File: src/rtl/seg_pkg.sv
// Shared constants and types for the 7-segment scan controller.
// Segment patterns are active low, bit 6 = segment a, bit 0 = segment g.
package seg_pkg;

    localparam int DEF_N_DIGITS = 4;

    localparam logic [6:0] SEG_BLANK = 7'b1111111;
    localparam logic [6:0] SEG_0     = 7'b0000001;
    localparam logic [6:0] SEG_1     = 7'b1001111;
    localparam logic [6:0] SEG_2     = 7'b0010010;
    localparam logic [6:0] SEG_3     = 7'b0000110;
    localparam logic [6:0] SEG_4     = 7'b1001100;
    localparam logic [6:0] SEG_5     = 7'b0100100;
    localparam logic [6:0] SEG_6     = 7'b0100000;
    localparam logic [6:0] SEG_7     = 7'b0001111;
    localparam logic [6:0] SEG_8     = 7'b0000000;
    localparam logic [6:0] SEG_9     = 7'b0001100;

    typedef enum logic {
        BLANK = 1'b0,
        DRIVE = 1'b1
    } phase_e;

endpackage

File: src/rtl/seg_digit_decode.sv
// Combinational BCD to active-low segment decode.
// Nibbles A-F and an asserted blank input both produce an all-off pattern.
module seg_digit_decode
    import seg_pkg::*;
(
    input  logic [3:0] nibble,
    input  logic       blank,
    output logic [6:0] seg
);

    always_comb begin
        seg = SEG_BLANK;
        if (!blank) begin
            case (nibble)
                4'd0:    seg = SEG_0;
                4'd1:    seg = SEG_1;
                4'd2:    seg = SEG_2;
                4'd3:    seg = SEG_3;
                4'd4:    seg = SEG_4;
                4'd5:    seg = SEG_5;
                4'd6:    seg = SEG_6;
                4'd7:    seg = SEG_7;
                4'd8:    seg = SEG_8;
                4'd9:    seg = SEG_9;
                default: seg = SEG_BLANK;
            endcase
        end
    end

endmodule

File: src/rtl/seg_scan_controller.sv
// Time-multiplexed scan controller for an N-digit common-anode display.
// Loads land in a pending buffer that is promoted to the active buffer only at frame wrap.
module seg_scan_controller
    import seg_pkg::*;
#(
    parameter int N_DIGITS     = DEF_N_DIGITS,
    parameter int REFRESH_DIV  = 100000,
    parameter int BLANK_CYCLES = 2000
) (
    input  logic                  clk,
    input  logic                  reset,
    input  logic                  enable,
    input  logic                  load,
    input  logic [4*N_DIGITS-1:0] value,
    input  logic [N_DIGITS-1:0]   dp_in,
    input  logic                  lz_blank,
    output logic [6:0]            seg,
    output logic                  dp,
    output logic [N_DIGITS-1:0]   an,
    output logic                  frame_done,
    output phase_e                dbg_phase,
    output logic [$clog2((N_DIGITS > 1) ? N_DIGITS : 2)-1:0] dbg_idx
);

    localparam int                IDX_W     = $clog2((N_DIGITS > 1) ? N_DIGITS : 2);
    localparam int                CNT_W     = $clog2(REFRESH_DIV);
    localparam logic [CNT_W-1:0]  CNT_LAST  = CNT_W'(REFRESH_DIV - 1);
    localparam logic [CNT_W-1:0]  BLANK_C   = CNT_W'(BLANK_CYCLES);
    localparam logic [IDX_W-1:0]  IDX_LAST  = IDX_W'(N_DIGITS - 1);
    localparam phase_e            PHASE_RST = (BLANK_CYCLES == 0) ? DRIVE : BLANK;

    logic [CNT_W-1:0]      cnt_q, cnt_d;
    logic [IDX_W-1:0]      idx_q, idx_d;
    phase_e                phase_q, phase_d;
    logic [4*N_DIGITS-1:0] pend_value_q, pend_value_d, act_value_q, act_value_d;
    logic [N_DIGITS-1:0]   pend_dp_q, pend_dp_d, act_dp_q, act_dp_d;
    logic                  pend_lz_q, pend_lz_d, act_lz_q, act_lz_d;
    logic [6:0]            seg_q, seg_d;
    logic                  dp_q, dp_d;
    logic [N_DIGITS-1:0]   an_q, an_d;
    logic                  frame_done_q, frame_done_d;
    logic                  wrap_pend_q, wrap_pend_d;
    logic                  wrap;
    logic [3:0]            nib;
    logic                  dp_bit;
    logic                  upper_zero;
    logic                  lz_hide;
    logic [6:0]            dec_seg;

    // Scan position, phase and buffer promotion.
    always_comb begin
        cnt_d        = cnt_q;
        idx_d        = idx_q;
        wrap         = 1'b0;
        phase_d      = phase_q;
        pend_value_d = pend_value_q;
        pend_dp_d    = pend_dp_q;
        pend_lz_d    = pend_lz_q;
        act_value_d  = act_value_q;
        act_dp_d     = act_dp_q;
        act_lz_d     = act_lz_q;

        if (enable) begin
            if (cnt_q == CNT_LAST) begin
                cnt_d = '0;
                if (idx_q == IDX_LAST) begin
                    idx_d = '0;
                    wrap  = 1'b1;
                end else begin
                    idx_d = idx_q + 1'b1;
                end
            end else begin
                cnt_d = cnt_q + 1'b1;
            end
        end

        case (phase_q)
            BLANK:   if (cnt_d >= BLANK_C) phase_d = DRIVE;
            DRIVE:   if (cnt_d < BLANK_C) phase_d = BLANK;
            default: phase_d = PHASE_RST;
        endcase

        // Promotion reads the pending contents from before any same-cycle load.
        if (wrap) begin
            act_value_d = pend_value_q;
            act_dp_d    = pend_dp_q;
            act_lz_d    = pend_lz_q;
        end
        if (load) begin
            pend_value_d = value;
            pend_dp_d    = dp_in;
            pend_lz_d    = lz_blank;
        end
    end

    // Digit select and leading-zero detection for the current index.
    always_comb begin
        nib        = 4'd0;
        dp_bit     = 1'b0;
        upper_zero = 1'b1;
        for (int i = 0; i < N_DIGITS; i++) begin
            if (idx_q == IDX_W'(i)) begin
                nib    = act_value_q[4*i +: 4];
                dp_bit = act_dp_q[i];
            end
            if (IDX_W'(i) >= idx_q && act_value_q[4*i +: 4] != 4'd0) begin
                upper_zero = 1'b0;
            end
        end
        lz_hide = act_lz_q && upper_zero && (idx_q != '0);
    end

    seg_digit_decode u_decode (
        .nibble (nib),
        .blank  (lz_hide),
        .seg    (dec_seg)
    );

    // frame_done waits for the first enabled cycle of the new frame.
    always_comb begin
        seg_d        = SEG_BLANK;
        dp_d         = 1'b1;
        an_d         = '1;
        frame_done_d = enable && wrap_pend_q;
        wrap_pend_d  = enable ? wrap : wrap_pend_q;
        if (enable && phase_q == DRIVE) begin
            seg_d = dec_seg;
            dp_d  = ~dp_bit;
            for (int i = 0; i < N_DIGITS; i++) begin
                an_d[i] = (idx_q != IDX_W'(i));
            end
        end
    end

    always_ff @(posedge clk) begin
        if (reset) begin
            cnt_q        <= '0;
            idx_q        <= '0;
            phase_q      <= PHASE_RST;
            pend_value_q <= '0;
            pend_dp_q    <= '0;
            pend_lz_q    <= 1'b0;
            act_value_q  <= '0;
            act_dp_q     <= '0;
            act_lz_q     <= 1'b0;
            seg_q        <= SEG_BLANK;
            dp_q         <= 1'b1;
            an_q         <= '1;
            frame_done_q <= 1'b0;
            wrap_pend_q  <= 1'b0;
        end else begin
            cnt_q        <= cnt_d;
            idx_q        <= idx_d;
            phase_q      <= phase_d;
            pend_value_q <= pend_value_d;
            pend_dp_q    <= pend_dp_d;
            pend_lz_q    <= pend_lz_d;
            act_value_q  <= act_value_d;
            act_dp_q     <= act_dp_d;
            act_lz_q     <= act_lz_d;
            seg_q        <= seg_d;
            dp_q         <= dp_d;
            an_q         <= an_d;
            frame_done_q <= frame_done_d;
            wrap_pend_q  <= wrap_pend_d;
        end
    end

    assign seg        = seg_q;
    assign dp         = dp_q;
    assign an         = an_q;
    assign frame_done = frame_done_q;
    assign dbg_phase  = phase_q;
    assign dbg_idx    = idx_q;

endmodule

File: config.mk
export PLATFORM = sky130hd
export DESIGN_NAME = seg_scan_controller
export DESIGN_NICKNAME = d
export VERILOG_FILES = /design/src/rtl/seg_pkg.sv /design/src/rtl/seg_digit_decode.sv /design/src/rtl/seg_scan_controller.sv
export SDC_FILE = /design/constraint.sdc
export NUM_CORES = 1
export LEC_CHECK = 0
export ABC_CLOCK_PERIOD_IN_PS = 3350
export BUFFER_PORTS_ARGS = -buffer_cell sky130_fd_sc_hd__buf_2
export CORE_MARGIN = 3
export CORE_UTILIZATION = 40
export DETAILED_ROUTE_END_ITERATION = 12
export MAX_ROUTING_LAYER = met4
export PLACE_DENSITY_LB_ADDON = 0.2
export SLEW_MARGIN = 0
export SYNTH_ARGS = -nofsm -noshare
export SYNTH_HDL_FRONTEND = slang
export SYNTH_SLANG_ARGS = --single-unit
File: constraint.sdc
create_clock -name clk -period 3.35 [get_ports clk]
set_clock_uncertainty 0.1 [all_clocks]
set_input_delay 0.5025 -clock clk [delete_from_list [all_inputs] [get_ports clk]]
set_output_delay 0.5025 -clock clk [all_outputs]
set_load 0.05 [all_outputs]
## After elaboration in Yosys (flattened, before gate mapping)

Memory sizes are Yosys's and may differ from the RTL's. A register that Yosys moved wholly into a read port is not among the register bits.
Index checks and enable logic that the tools add are counted.

| storage, ports and cells | value |
|---|---|
| logic and storage cells | 70 |
| bits in latches | 0 |
| memory bits (read-only) | 112 |
| memories kept | 1 |
| flip-flop bits (word level) | 69 |
| input port bits | 25 |
| memory bits (writable) | 0 |

Memory list:

| memory | words | bits a word | rd ports | clocked after Yosys merged registers in | wr ports | line | source |
|---|---|---|---|---|---|---|---|
| (name not given) | 16 | 7 | 1 | 1 | 0 | seg_digit_decode.sv:14 | `case (nibble)` |

| cells by class | value |
|---|---|
| shift operators | 0 |
| $mul | 0 |
| divide/modulo/power cells | 0 |
| mux-type cells | 21 |
| eq/ne operators | 7 |
| add/sub/neg operators | 2 |
| order comparisons | 6 |
| reduce and logical (&&, ||, !) cells | 17 |
| bitwise operators | 3 |

Operator list:

| cell | number |
|---|---|
| 17-bit two-way mux | 2 |
| 17-bit by 1-bit adder with 17-bit output (second input constant) | 1 |
| 17-bit == test (second input constant) | 1 |
| 17-bit by 11-bit greater-or-equal comparator with 1-bit output (second input constant) | 1 |
| 17-bit by 11-bit less-than comparator with 1-bit output (second input constant) | 1 |
| 4-bit two-way mux | 4 |
| 4-bit nonzero test | 4 |
| 1-bit two-way mux | 13 |
| 1-bit logical AND | 8 |
| 2-bit == test (second input constant) | 2 |
| 1-bit by 2-bit greater-or-equal comparator with 1-bit output (first input constant) | 2 |
| 2-bit greater-or-equal comparator (first input constant) | 2 |
| 2-bit inequality test (second input constant) | 2 |
| 1-bit inverter | 3 |
| 3-bit OR reduction | 1 |
| 2-bit by 1-bit adder with 2-bit output (second input constant) | 1 |
| 2-bit by 1-bit == test with 1-bit output (second input constant) | 1 |
| 2-bit zero test | 1 |
| 2-bit two-way mux | 1 |
| 2-bit by 1-bit inequality test with 1-bit output (second input constant) | 1 |
| 1-bit one-hot mux with 2 select lines | 1 |
| 2-bit AND reduction | 1 |
| 2-bit nonzero test | 1 |
| 2-bit OR reduction | 1 |

## Depth between registers and ports, before layout

| depth | value |
|---|---|
| depth in word-level cells | 9 |
| gate-level depth with buffers | 11 |
| depth with buffers taken out | 10 |

## By module

A second synthesis with hierarchy kept.

| second synthesis, totals | value |
|---|---|
| cell total of the unflattened synthesis | 388 |
| area, all modules | 3479.6 µm² |

By module, submodules not included:

| module | cells each | area an instance (µm²) | sequential area each (µm²) | times used |
|---|---|---|---|---|
| seg_scan_controller | 352 | 3243.1 | 1521.5 | 1 |
| seg_digit_decode | 36 | 236.5 | 0.0 | 1 |

## Least setup slack after synthesis

OpenSTA, ideal clock, no wires.

| path | value |
|---|---|
| path kind | register to register |
| start | register idx_q[1] (netlist: dbg_idx[1]) |
| end | register seg_q[3] (netlist: seg[3]) |
| setup slack | 0.657 ns |
| arrival | 2.479 ns |
| cell stages (with the launch flop) | 11 |
| cells stage by stage | dfxtp_1 inv_1 ha_1 buf_2 nand3b_1 a221o_1 and2_1 ha_1 nor3_1 o21ai_0 a21o_1 |

| on the way | value |
|---|---|
| cells in the longest elaborated chain, start to end | 9 |
| elaborated cells on any way between the ends | 24 |
| classes of those cells | 4 x order compare; 3 x eq/ne; 8 x mux; 9 x reduce/logical |

Ends and longest elaborated chain:

| item | line | source |
|---|---|---|
| from (decl) | seg_scan_controller.sv:33 | `logic [IDX_W-1:0] idx_q, idx_d;` |
| from (signal assigned) | seg_scan_controller.sv:153 | `idx_q <= idx_d;` |
| 1-bit by 2-bit greater-or-equal comparator with 1-bit output | seg_scan_controller.sv:106 | `if (IDX_W'(i) >= idx_q && act_value_q[4*i +: 4] != 4'd0) begin` |
| 1-bit logical AND | seg_scan_controller.sv:106 |  |
| 1-bit two-way mux (4 in series) | seg_scan_controller.sv:106 |  |
| 1-bit logical AND (2 in series) | seg_scan_controller.sv:110 | `lz_hide = act_lz_q && upper_zero && (idx_q != '0);` |
| 3-bit OR reduction (no source line) | -- |  |
| to (decl) | seg_scan_controller.sv:38 | `logic [6:0] seg_q, seg_d;` |

Several ways; a longest one is shown, not always the timed one.
A chain may end at the register's enable or synchronous reset.

## Final worst setup path

| path | value |
|---|---|
| start | register idx_q[0] (netlist: dbg_idx[0]) |
| end | register seg_q[3] (netlist: seg[3]) |

The elaborated chain is that of the path after synthesis.

==> metrics.txt <==
DP HPWL=5483 um; first-pass detailed-route iteration total=4; unrepaired setup endpoints after global routing=no; Area Growth Syn to Fin=11.33%; max-cap viol count=0; peak supply drop=0.0002206 V; routed wirelength normalized by instance count=roughly 15 um; Crit path arrival time=2.82 ns; max incr delay on CP=0.48 ns; Fmax achieved=between 300 and 400 MHz; Vias/cell=5.245; clock period minus final worst setup slack=2.677 ns; number of post-CTS setup repair buffers=0; Initial Utilization=0.4228; syn nets=423; vertical die dimension=100.6 um; DIE AREA=10120 sq um; cell at the slowest stage of the critical path=sky130_fd_sc_hd__dfxtp_1; type of the worst setup path=flip-flop to flip-flop; buffer depth of the longest clock path=2; Worst Hold Path Cells=3; sequential standard cell area=around 1500 sq um; PwrDens=about 410 nW/um^2; most frequent cells in the layout=sky130_fd_sc_hd__dfxtp_1 (76), sky130_fd_sc_hd__nor2_1 (59), sky130_fd_sc_hd__mux2i_1 (45); Most used DFF post-synth=sky130_fd_sc_hd__dfxtp_1; buffers and inverters on the worst path=2; Synth area leader=sky130_fd_sc_hd__dfxtp_1; synthesized area per cell=just over 9 sq um; critical path peak fanout=11; number of buffers added by the clock tree synthesis step=9; hold-fix buffers at CTS=0; fraction of registers with async set or reset after synthesis=0; result of the run=complete, no violations; final net count=450; number of pins exceeding their max-slew limit in the final report=0; critical path startpoint category=flip-flop; total via count in the routed design=2743; all-layer global routing usage=0.1660; via count of the first global-routing pass=approximately 2700; setup tns final=0 ns; global placer's final weighted congestion=0.8332; die outline width=100.6 um; placeable core region=between 8000 and 9000 sq um; endpoint required time on the critical path=3.50 ns; final WL=7620 um; number of antenna diodes=0; cell types with the largest area share after synthesis=sky130_fd_sc_hd__dfxtp_1 (43%), sky130_fd_sc_hd__mux2i_1 (13%), sky130_fd_sc_hd__nor2_1 (6.2%); H-tree Lvls=3; # port buffers=40; portion of synthesized cell area occupied by the leading cell type=0.4252; Hold Startpoint=value[3]; static power due to leakage=1.542 nW; multi-input logic area=roughly 1900 sq um; Endpoint, Worst Hold=pend_value_q[3]; fraction of layout cells with a size suffix above 1=0.1675; number of synthesized register bits=76; Warnings, synthesis=0; Core Rows=33; DR iter-0 viols=114; final count of hold timing violations=0; DRC=0; worst reg2reg startpoint=dbg_idx[0]; post-route clock period utilization=0.7991; largest net degree at the start of global routing=43; Gate Count Post-Synth=roughly 390; count of filler cells inserted in the layout=~820; first-pass GRT wire length=about 13000 um; dominant delay contributor by cell family on the critical path=compound AO/OA/AOI/OAI gates; antenna-violating nets left=0; endpoint type of the worst setup path=flip-flop; unique cell type count in the Yosys netlist=52; relative slew slack=0.3666; TritonCTS clock tree=done; root buffer selected by CTS=sky130_fd_sc_hd__clkbuf_8; summed instance area of the synthesized netlist=3578 sq um; Clk Latency, worst-skew pair=0.35 ns; beginning of the critical path=dbg_idx[0]; cell breakdown of the critical path=inv_1 > ha_1 > a21oi_1 > a221oi_1 > a21oi_1 > inv_1 > ha_1 > nor3_1 > o21ai_0 > a21o_1; sinks on the clock net=76; part of the Yosys area used for sequential elements=0.4252; total power after layout=roughly 1.6 mW; capture point of the worst reg-to-reg path=seg[3]; clock-pin slew reported for the worst setup and hold paths after clock tree synthesis=0.09 ns; leading cell type in the layout, fill and taps excluded=sky130_fd_sc_hd__dfxtp_1; Setup-failing EPs final=0; hold crit path type=input port to flip-flop; leftover overflow at the end of global routing=0; count of cells along the worst register-to-register path=10; initial antenna violation count=0; Top Ports=41; number of cells upsized or downsized after cts=0; reg2reg setup slack=around 0.67 ns; number of synthesized flops with an enable pin=0; slew at the pin closest to its max-slew limit=0.9502 ns
layer usage:
layer / wire length, um / track usage / up-vias / part of all wire
met4: 108 / 0.06528 / 0 / 0.014
li1: - / - / 1394 / -
met2: 3247 / 0.2395 / 61 / 0.43
met1: 3931 / 0.2296 / 1276 / 0.52
met5: 0 / - / - / 0
met3: 332 / 0.03045 / 12 / 0.044
worst reg2reg max path, stage by stage (launching register included):
cell,delay (ns)
sky130_fd_sc_hd__dfxtp_1,0.48
sky130_fd_sc_hd__inv_1,0.11
sky130_fd_sc_hd__ha_1,0.35
sky130_fd_sc_hd__a21oi_1,0.17
sky130_fd_sc_hd__a221oi_1,0.14
sky130_fd_sc_hd__a21oi_1,0.40
sky130_fd_sc_hd__inv_1,0.13
sky130_fd_sc_hd__ha_1,0.24
sky130_fd_sc_hd__nor3_1,0.18
sky130_fd_sc_hd__o21ai_0,0.11
sky130_fd_sc_hd__a21o_1,0.18
worst max-delay path by stage:
stage,end,slack (ns),depth (start not counted)
floorplan,seg[3],0.66,10
global placement,seg[3],0.73,10
detailed placement,seg[3],0.71,10
CTS,seg[3],0.70,10
global route,seg[3],0.39,10
finish,seg[3],0.67,10
cell usage after synthesis, drive strengths merged (2+ instances only):
cell type	n
nor4	4
o21ai	11
nor3	7
or2	2
dfxtp	76
o21bai	3
xnor2	5
mux2i	45
o211ai	4
ha	12
nor2	59
nand4	8
inv	13
a221o	2
and2	3
nand3b	7
clkbuf	7
a21oi	19
nor3b	2
nand3	9
nand2	24
a211o	2
and4	5
a2111oi	2
a221oi	2
buf	20
or3	6
a21o	5
xor2	6
where the power goes:
| group | switching (mW) | internal, mW |
|---|---|---|
| Sequential | 0.0120 | 0.919 |
| Clock | 0.370 | 0.280 |
| Combinational | 0.0345 | 0.0301 |
cell type report:
class | instances | area share
Inverter | 13 | 0.01225
Clock buffer | 9 | 0.03109
Timing Repair Buffer | 43 | 0.05905
Clock inverter | 7 | 0.01539
Multi-Input combinational cell | 270 | 0.4673
Sequential cell | 76 | 0.3819
Tap cell | 105 | 0.03298
registers in the layout, indices dropped and copies added, names as in the netlist:
signal and flops:
pend_dp_q 4, dbg_idx 2, dp 1, act_value_q 16, pend_value_q 16, seg 7, pend_lz_q 1, wrap_pend_q 1
frame_done 1, act_dp_q 4, an 4, dbg_phase 1, act_lz_q 1, cnt_q 17
metrics by stage:
| stage | worst slack [ns] | utilization | instance area [sq um] | hold slack, ns | cells |
|---|---|---|---|---|---|
| after floorplan | 0.6572 | - | 3578 | 0.3484 | 386 |
| after global placement | 0.7325 | 0.4488 | 3799 | 0.3738 | 507 |
| after detailed placement | 0.7104 | 0.4488 | 3799 | 0.3744 | 507 |
| after CTS | 0.6960 | 0.4707 | 3984 | 0.2647 | 523 |
| after global routing | 0.3906 | 0.4707 | 3984 | 0.2839 | 523 |
| final | 0.6732 | 0.4707 | 3984 | 0.2792 | 523 |
logic make-up (layout without fill, tap and decap cells):
family | count (synthesis) | in the layout | share of synthesized area
buffers and inverters | 40 | 72 | 0.05455
and+or+nand+nor | 143 | 143 | 0.2154
DFF | 76 | 76 | 0.4252
muxes | 46 | 46 | 0.1290
AOI/OAI and AO/OA | 58 | 58 | 0.1070
adders and majority gates | 12 | 12 | 0.04196
xor gates and xnor gates | 11 | 11 | 0.02692
(Power assumes the default switching activity.)
